<file path="config.mk">
export PLATFORM = sky130hd
export DESIGN_NAME = larpix_fpga_uart
export DESIGN_NICKNAME = d
export VERILOG_FILES = /design/src/rtl/larpix_fpga_uart.sv
export SDC_FILE = /design/constraint.sdc
export NUM_CORES = 1
export LEC_CHECK = 0
export BUFFER_PORTS_ARGS = -buffer_cell sky130_fd_sc_hd__buf_2
export CORE_MARGIN = 3
export CORE_UTILIZATION = 55
export DETAILED_ROUTE_END_ITERATION = 10
export GPL_TIMING_DRIVEN = 0
export PLACE_DENSITY = 0.83
export REMOVE_ABC_BUFFERS = 1
export SETUP_SLACK_MARGIN = 0.05
export SYNTH_ARGS = -nofsm -noshare
export SYNTH_HDL_FRONTEND = slang
export SYNTH_SLANG_ARGS = --single-unit
</file>
<file path="constraint.sdc">
create_clock -name i_clk -period 5.3 [get_ports i_clk]
set_input_delay 0.53 -clock i_clk [delete_from_list [all_inputs] [get_ports i_clk]]
set_output_delay 0.53 -clock i_clk [all_outputs]
set_load 0.02 [all_outputs]
</file>
<file path="src/rtl/larpix_fpga_uart.sv">
// Serial link endpoint for the LArPix bench: one-bit-per-clock UART TX driving posi and RX capturing piso.
// A frame is a start bit, WIDTH data bits LSB first (top bit is odd parity), then a stop bit.
module larpix_fpga_uart #(
  parameter int WIDTH = 64
) (
  input  logic             i_clk,
  input  logic             i_reset,
  input  logic [WIDTH-1:0] i_tx_data,
  input  logic             i_ld_tx_data,
  input  logic             i_tx_enable,
  input  logic             i_enable_tx_dynamic_powerdown,
  input  logic [2:0]       i_tx_dynamic_powerdown_cycles,
  output logic             o_tx_out,
  output logic             o_tx_busy,
  output logic             o_tx_powerdown,
  input  logic             i_rx_in,
  input  logic             i_uld_rx_data,
  input  logic             i_v3_mode,
  output logic [WIDTH-2:0] o_rx_data,
  output logic             o_rx_empty,
  output logic             o_parity_error
);

  localparam int CW = (WIDTH > 1) ? $clog2(WIDTH) : 1;
  localparam logic [CW-1:0] LAST_BIT = CW'(WIDTH - 1);

  localparam logic [1:0] TX_IDLE  = 2'd0;
  localparam logic [1:0] TX_START = 2'd1;
  localparam logic [1:0] TX_DATA  = 2'd2;
  localparam logic [1:0] TX_STOP  = 2'd3;

  localparam logic [1:0] RX_IDLE  = 2'd0;
  localparam logic [1:0] RX_DATA  = 2'd1;
  localparam logic [1:0] RX_STOP  = 2'd2;

  // Odd parity over the whole frame: an even count of ones is an error.
  function automatic logic odd_parity_error(input logic [WIDTH-1:0] frame);
    return ~(^frame);
  endfunction

  // ---------------- TX ----------------
  logic [1:0]       r_tx_state;
  logic [WIDTH-1:0] r_tx_shift;
  logic [CW-1:0]    r_tx_cnt;
  logic             r_tx_out;
  logic             r_tx_busy;
  logic [7:0]       r_idle_cnt;
  logic             r_tx_powerdown;

  logic [1:0]       w_tx_state_nxt;
  logic [WIDTH-1:0] w_tx_shift_nxt;
  logic [CW-1:0]    w_tx_cnt_nxt;
  logic             w_tx_out_nxt;
  logic             w_tx_busy_nxt;
  logic             w_tx_accept;
  logic [3:0]       w_pd_mult;
  logic [7:0]       w_pd_thr;
  logic [7:0]       w_idle_cnt_nxt;
  logic             w_tx_powerdown_nxt;

  // Loads are taken in IDLE, or in STOP so consecutive frames abut with no gap.
  assign w_tx_accept = i_ld_tx_data & i_tx_enable &
                       ((r_tx_state == TX_IDLE) | (r_tx_state == TX_STOP));

  assign w_pd_mult = {1'b0, i_tx_dynamic_powerdown_cycles} + 4'd1;
  assign w_pd_thr  = {w_pd_mult, 4'd0};

  // TX next-state: the registered line value always reflects the bit of the current state.
  always_comb begin
    w_tx_state_nxt = r_tx_state;
    w_tx_shift_nxt = r_tx_shift;
    w_tx_cnt_nxt   = r_tx_cnt;
    w_tx_out_nxt   = r_tx_out;
    w_tx_busy_nxt  = r_tx_busy;
    case (r_tx_state)
      TX_IDLE, TX_STOP: begin
        if (w_tx_accept) begin
          w_tx_shift_nxt = i_tx_data;
          w_tx_cnt_nxt   = {CW{1'b0}};
          w_tx_out_nxt   = 1'b0;
          w_tx_busy_nxt  = 1'b1;
          w_tx_state_nxt = TX_START;
        end else begin
          w_tx_out_nxt   = 1'b1;
          w_tx_busy_nxt  = 1'b0;
          w_tx_state_nxt = TX_IDLE;
        end
      end
      TX_START: begin
        w_tx_out_nxt   = r_tx_shift[0];
        w_tx_shift_nxt = {1'b0, r_tx_shift[WIDTH-1:1]};
        w_tx_cnt_nxt   = {CW{1'b0}};
        w_tx_state_nxt = TX_DATA;
      end
      TX_DATA: begin
        if (r_tx_cnt == LAST_BIT) begin
          w_tx_out_nxt   = 1'b1;
          w_tx_state_nxt = TX_STOP;
        end else begin
          w_tx_out_nxt   = r_tx_shift[0];
          w_tx_shift_nxt = {1'b0, r_tx_shift[WIDTH-1:1]};
          w_tx_cnt_nxt   = r_tx_cnt + {{(CW-1){1'b0}}, 1'b1};
        end
      end
      default: begin
        w_tx_out_nxt   = 1'b1;
        w_tx_busy_nxt  = 1'b0;
        w_tx_state_nxt = TX_IDLE;
      end
    endcase
  end

  // Idle counter saturates at the threshold; the indicator rises on the edge it gets there.
  always_comb begin
    w_idle_cnt_nxt     = r_idle_cnt;
    w_tx_powerdown_nxt = r_tx_powerdown;
    if (w_tx_accept || !i_enable_tx_dynamic_powerdown) begin
      w_idle_cnt_nxt     = 8'd0;
      w_tx_powerdown_nxt = 1'b0;
    end else if (r_tx_state == TX_IDLE) begin
      w_idle_cnt_nxt     = (r_idle_cnt < w_pd_thr) ? (r_idle_cnt + 8'd1) : r_idle_cnt;
      w_tx_powerdown_nxt = (w_idle_cnt_nxt >= w_pd_thr);
    end else begin
      w_idle_cnt_nxt     = 8'd0;
      w_tx_powerdown_nxt = 1'b0;
    end
  end

  // TX registers.
  always_ff @(posedge i_clk) begin
    if (i_reset) begin
      r_tx_state     <= TX_IDLE;
      r_tx_shift     <= {WIDTH{1'b0}};
      r_tx_cnt       <= {CW{1'b0}};
      r_tx_out       <= 1'b1;
      r_tx_busy      <= 1'b0;
      r_idle_cnt     <= 8'd0;
      r_tx_powerdown <= 1'b0;
    end else begin
      r_tx_state     <= w_tx_state_nxt;
      r_tx_shift     <= w_tx_shift_nxt;
      r_tx_cnt       <= w_tx_cnt_nxt;
      r_tx_out       <= w_tx_out_nxt;
      r_tx_busy      <= w_tx_busy_nxt;
      r_idle_cnt     <= w_idle_cnt_nxt;
      r_tx_powerdown <= w_tx_powerdown_nxt;
    end
  end

  assign o_tx_out       = r_tx_out;
  assign o_tx_busy      = r_tx_busy;
  assign o_tx_powerdown = r_tx_powerdown;

  // ---------------- RX ----------------
  logic             r_sync1;
  logic             r_sync2;
  logic [1:0]       r_rx_state;
  logic [WIDTH-1:0] r_rx_shift;
  logic [CW-1:0]    r_rx_cnt;
  logic             r_rx_armed;
  logic [WIDTH-2:0] r_rx_data;
  logic             r_rx_empty;
  logic             r_parity_error;

  logic             w_rx_bit;
  logic [1:0]       w_rx_state_nxt;
  logic [WIDTH-1:0] w_rx_shift_nxt;
  logic [CW-1:0]    w_rx_cnt_nxt;
  logic             w_rx_armed_nxt;
  logic             w_rx_accept;
  logic [WIDTH-2:0] w_rx_data_nxt;
  logic             w_rx_empty_nxt;
  logic             w_parity_error_nxt;

  assign w_rx_bit = r_sync2;

  // RX next-state; after a bad stop bit the receiver is disarmed until the line returns high.
  always_comb begin
    w_rx_state_nxt = r_rx_state;
    w_rx_shift_nxt = r_rx_shift;
    w_rx_cnt_nxt   = r_rx_cnt;
    w_rx_armed_nxt = r_rx_armed;
    w_rx_accept    = 1'b0;
    case (r_rx_state)
      RX_IDLE: begin
        if (r_rx_armed && !w_rx_bit) begin
          w_rx_cnt_nxt   = {CW{1'b0}};
          w_rx_state_nxt = RX_DATA;
        end else if (w_rx_bit) begin
          w_rx_armed_nxt = 1'b1;
        end else begin
          w_rx_armed_nxt = r_rx_armed;
        end
      end
      RX_DATA: begin
        w_rx_shift_nxt = {w_rx_bit, r_rx_shift[WIDTH-1:1]};
        if (r_rx_cnt == LAST_BIT) begin
          w_rx_state_nxt = RX_STOP;
        end else begin
          w_rx_cnt_nxt = r_rx_cnt + {{(CW-1){1'b0}}, 1'b1};
        end
      end
      RX_STOP: begin
        w_rx_state_nxt = RX_IDLE;
        if (w_rx_bit) begin
          w_rx_accept = 1'b1;
        end else begin
          w_rx_armed_nxt = 1'b0;
        end
      end
      default: begin
        w_rx_state_nxt = RX_IDLE;
      end
    endcase
  end

  // Accept beats a simultaneous unload so a fresh frame is never lost.
  always_comb begin
    w_rx_data_nxt      = r_rx_data;
    w_rx_empty_nxt     = r_rx_empty;
    w_parity_error_nxt = r_parity_error;
    if (w_rx_accept) begin
      w_rx_data_nxt      = r_rx_shift[WIDTH-2:0];
      w_parity_error_nxt = i_v3_mode ? odd_parity_error(r_rx_shift) : 1'b0;
      w_rx_empty_nxt     = 1'b0;
    end else if (i_uld_rx_data && !r_rx_empty) begin
      w_rx_empty_nxt = 1'b1;
    end else begin
      w_rx_empty_nxt = r_rx_empty;
    end
  end

  // RX registers, including the input synchronizer.
  always_ff @(posedge i_clk) begin
    if (i_reset) begin
      r_sync1        <= 1'b1;
      r_sync2        <= 1'b1;
      r_rx_state     <= RX_IDLE;
      r_rx_shift     <= {WIDTH{1'b0}};
      r_rx_cnt       <= {CW{1'b0}};
      r_rx_armed     <= 1'b1;
      r_rx_data      <= {(WIDTH-1){1'b0}};
      r_rx_empty     <= 1'b1;
      r_parity_error <= 1'b0;
    end else begin
      r_sync1        <= i_rx_in;
      r_sync2        <= r_sync1;
      r_rx_state     <= w_rx_state_nxt;
      r_rx_shift     <= w_rx_shift_nxt;
      r_rx_cnt       <= w_rx_cnt_nxt;
      r_rx_armed     <= w_rx_armed_nxt;
      r_rx_data      <= w_rx_data_nxt;
      r_rx_empty     <= w_rx_empty_nxt;
      r_parity_error <= w_parity_error_nxt;
    end
  end

  assign o_rx_data      = r_rx_data;
  assign o_rx_empty     = r_rx_empty;
  assign o_parity_error = r_parity_error;

endmodule

</file>
Word level (Yosys, flattened, before mapping)

Index checks and enable logic that the tools add are counted.
Widths: inputs -> output; s select.

Flip-flop bits (word level): 223
Input bits: 75
Output and inout port bits: 68
Logic and storage cells: 90

$add $sub $neg: 4
Order comparisons: 2
Equality and inequality tests: 16
Muxes and demuxes: 29
Bitwise operators: 5
Reductions and logical operators: 18

Operator list:

| operator            | number |
|---|---|
| $pmux 64 s3         | 1 |
| $mux 64             | 2 |
| $reduce_xor 64->1   | 1 |
| $mux 6              | 4 |
| $ne 2x2->1 const B  | 9 |
| $pmux 6 s3          | 1 |
| $add 6x1->6 const B | 2 |
| $eq 6x6->1 const B  | 2 |
| $mux 1              | 12 |
| $pmux 6 s2          | 1 |
| $add 8x1->8 const B | 1 |
| $ge 8x8->1          | 1 |
| $lt 8x8->1          | 1 |
| $mux 8              | 1 |
| $eq 2x2->1 const B  | 3 |
| $mux 2              | 3 |
| $pmux 2 s3          | 1 |
| $reduce_bool 2->1   | 3 |
| $add 3x1->4 const B | 1 |
| $eq 2x1->1 const B  | 2 |
| $logic_not 2->1     | 2 |
| $pmux 2 s2          | 1 |
| $reduce_and 2->1    | 2 |
| $reduce_and 4->1    | 1 |
| 11 further kinds    | 16 |

Logic depth before layout (Yosys ltp)

Depth in word-level cells: 5
Depth in mapped cells: 15
Gate-level depth less buffers: 14

Least setup slack after synthesis

Ideal clock, no wire load.

Path type: input to register
From: input i_tx_dynamic_powerdown_cycles[0]
To: register r_tx_powerdown (netlist: o_tx_powerdown)
Setup time: 115 ps
Arrival time: 2,896 ps
Data required time: 5,185 ps
Path slack: 2,290 ps
Stages: 14
Path buffers: 1
Cells stage by stage: ha_1 -> inv_1 -> ha_1 -> o21a_1 -> o221ai_1 -> and2_1 -> buf_6 -> nand4_1 -> xnor2_1 -> ha_1 -> a21oi_1 -> o41ai_2 -> maj3_1 -> o21a_1

Cells in the longest elaborated chain, start to end: 4

Ends and longest elaborated chain:

| what                 | RTL line | RTL |
|---|---|---|
| from (decl)          | 12       | `input logic [2:0] i_tx_dynamic_powerdown_cycles,` |
| $add 3x1->4 *        | 65       | `assign w_pd_mult = {1'b0, i_tx_dynamic_powerdown_cycles} + 4'd1;` |
| $lt 8x8->1           | 121      | `w_idle_cnt_nxt = (r_idle_cnt < w_pd_thr) ? (r_idle_cnt + 8'd1) : r_idle_cnt;` |
| $mux 8               | 121      |  |
| $ge 8x8->1 *         | 122      | `w_tx_powerdown_nxt = (w_idle_cnt_nxt >= w_pd_thr);` |
| to (signal assigned) | 146      | `r_tx_powerdown <= w_tx_powerdown_nxt;` |
| to (decl)            | 48       | `logic r_tx_powerdown;` |

Every way passes the cells marked *; elsewhere a longest branch is shown, timed or not.
A chain may end at the register's enable or synchronous reset.

Final worst setup path

Ends and elaborated chain as after synthesis.

==> qor.yml <==
status:
  outcome: "completed"
drt:
  viasPerCell: 5.25
  wl_um: 19300
  drtPass1Iterations: 4
  wl_per_cell_um: 13.7
  drt_first_iter_violations: 305
  antenna_left: 0
  route.detailed.drc: 0
  via_count: 7422
synth:
  ys_ff_latch: 223
  async_flop_share_pct: 0
  synthFlopType: "dfxtp_1"
  synth_warnings: 0
  syn_area_per_cell_sq_um: 8.48
  yosys.area.top_type: "dfxtp_1"
  synth_top_cell_area_share_pct: 48.7
  syn_inst: 1081
  ys_types: 39
  synth_top_cells_by_area: "dfxtp_1 (49%), nand2_1 (11%), a21oi_1 (7.6%)"
  synth_area_sq_um: 9160
  seq_area_frac_synth_pct: 48.7
  synth_edf_count: 0
pwr:
  vdd.ir_drop.worst_uv: 294
  p_clk_share_pct: 36.9
  p_int_mw: 3.10
  seqPwrFrac_pct: 45.1
  power_mw: 4.24
  power_leakage_nw: 4.10
  switching_share_pct: 26.9
  p_sw_mw: 1.14
  combPwrFrac_pct: 18.0
  powerDensity_nw_per_um2: 391
placed_design:
  dp_hpwl_um: 12500
  place_area_sq_um: 10100
  dpl.cell_count: 1372
  place.gp.congestion: 0.807
  post-place-ws_ps: 1690
  io_buffers: 142
clock_network:
  cts_buffers: 23
  cts_hold_buf: 0
  cts_tree: "built"
  clockRootBuffer: "clkbuf_16"
  clkLatencyLatePin_ps: 500
  post-cts-setup-buffers: 0
  clk_path_buf_depth: 3
  htree_levels: 1
  clock_sinks: 223
  path_clk_slew_ps: 60
  cts_resized: 0
cells_and_area:
  design_area_sq_um: 10800
  drive_above_1_share_pct: 17.0
  most-common-layout-cells: "nand2_1 (269), dfxtp_1 (223), buf_2 (141), a21oi_1 (138), nor2_1 (94)"
  layout_commonest_cell: "nand2_1"
  fin_cells: 1413
  area_delta_synth_final_pct: 18.2
  final_util_pct: 67.2
  fin_nets: 1268
  nFillCells: 1343
  antenna-diode-count: 0
global_routing:
  antenna_found_initial: 0
  grt_pass1_vias: 6958
  grt_pass1_wl_um: 32400
  overflow: 0
  gr-usage-all-layers_pct: 20.8
  grt_start_max_net_pins: 107
hold_path:
  hold_class: "in2reg"
die:
  start_util_pct: 56.9
  fp.coreArea_sq_um: 16100
  die_w_um: 135
  fp-row-count: 46
  dieArea_sq_um: 18200
  num_io_pins: 143
  die_h_um: 135
setup_path:
  crit_type: "in2reg"
  arrival_ps: 3530
  end_kind: "register"
  worstPathMaxFanout: 9
  critPathRequiredTime_ps: 5690
  cp-start-kind: "input port"
sta:
  finalHoldViolCount: 0
  fin_crit_sh_pct: 59.1
  setup_viol: 0
  setup_ws_ps: 2170
  tns_ps: 0
  period_minus_slack_ps: 3130
  max_freq_mhz: 319
  relSlewSlack_pct: 20.9
  clock_skew_ps: 6.53
  rsz0062_at_grt: "false"
  worstMarginPinSlew_ps: 1190
  drv_slew: 0
  holdWs_ps: 215
run:
  cap_violations: 0
-- cells by family (layout without fill, tap and decap cells) --
kind of cell | Yosys count | after routing | share of synthesized area (%)
adder cells (fa/ha/maj) | 13 | 13 | 1.75
XOR/XNOR | 76 | 76 | 7.35
AO/OA/AOI/OAI | 223 | 223 | 14.5
buffers and inverters | 83 | 199 | 3.50
flip-flops | 223 | 223 | 48.7
multiplexers | 64 | 64 | 6.99
AND/OR/NAND/NOR | 399 | 399 | 17.2
-- state kept, by name, indices dropped and copies added, names as in the netlist --
| name | cells |
|---|---|
| o_parity_error | 1 |
| o_rx_data | 63 |
| o_rx_empty | 1 |
| o_tx_busy | 1 |
| o_tx_out | 1 |
| o_tx_powerdown | 1 |
| r_idle_cnt | 8 |
| r_rx_armed | 1 |
| r_rx_cnt | 6 |
| r_rx_shift | 64 |
| r_rx_state | 2 |
| r_sync1 | 1 |
| r_sync2 | 1 |
| r_tx_cnt | 6 |
| r_tx_shift | 64 |
| r_tx_state | 2 |
-- worst max-delay path: stages --
cell and delay (ps):
buf_2 120, ha_1 280, inv_1 80, ha_1 240, o21a_1 120, o221ai_1 190
and2_1 400, nand4_1 220, xnor2_1 240, ha_1 280, a21oi_1 170, o41ai_2 110
maj3_1 370, o21a_1 170
-- synthesized netlist by cell type (2+ instances only) --
cell type / number
buf_1: 10
nand2_1: 269
a21oi_1: 139
inv_1: 8
o21ai_0: 5
o21bai_1: 3
clkbuf_1: 63
ha_1: 12
a31oi_1: 3
nand2b_1: 3
nand3_1: 3
or3_1: 3
and3_1: 2
nor2b_1: 5
a211oi_1: 63
nand2_2: 2
xor2_1: 16
nor3_1: 5
nor2_1: 95
dfxtp_1: 223
o21a_1: 2
nand4_1: 6
mux2i_1: 64
xnor2_1: 59
or2_2: 4
-- worst paths after layout --
check | from | endpoint | slack [ps] | cells after the start
worst max-delay path | i_tx_dynamic_powerdown_cycles[0] | o_tx_powerdown | 2170 | 14
worst min-delay path | i_rx_in | r_sync1 | 210 | 2
worst max register to register | r_idle_cnt[5] | o_tx_powerdown | 2250 | 11
worst min register to register | r_sync1 | r_sync2 | 410 | 1
-- per-layer routing --
| layer | share of wire [%] | GRT usage (%) | vias to the layer above |
|---|---|---|---|
| li1 | - | - | 3813 |
| met1 | 44 | 26.7 | 3411 |
| met2 | 47 | 34.6 | 169 |
| met3 | 7.7 | 6.59 | 29 |
| met4 | 1.7 | 4.31 | 0 |
| met5 | 0 | 0 | - |
-- power by group through the flow --
stage / combinational (mW) / sequential [mW] / clock, mW
5_1_grt: 0.852 / 1.93 / 1.67
2_1_floorplan: 0.626 / 1.93 / 0
3_5_place_dp: 0.763 / 1.94 / 0
3_3_place_gp: 0.791 / 1.94 / 0
4_1_cts: 0.768 / 1.91 / 1.60
6_report: 0.761 / 1.91 / 1.56
-- layout make-up --
class / count / area [sq um] / area share, %
Clock buffer: 31 / 666 / 6.15
Tap cell: 216 / 270 / 2.50
Sequential cell: 223 / 4460 / 41.2
Inverter: 8 / 30.0 / 0.277
Timing Repair Buffer: 150 / 900 / 8.31
Multi-Input combinational cell: 775 / 4420 / 40.8
Clock inverter: 10 / 77.6 / 0.717
Power figures use the tool's default switching activity.
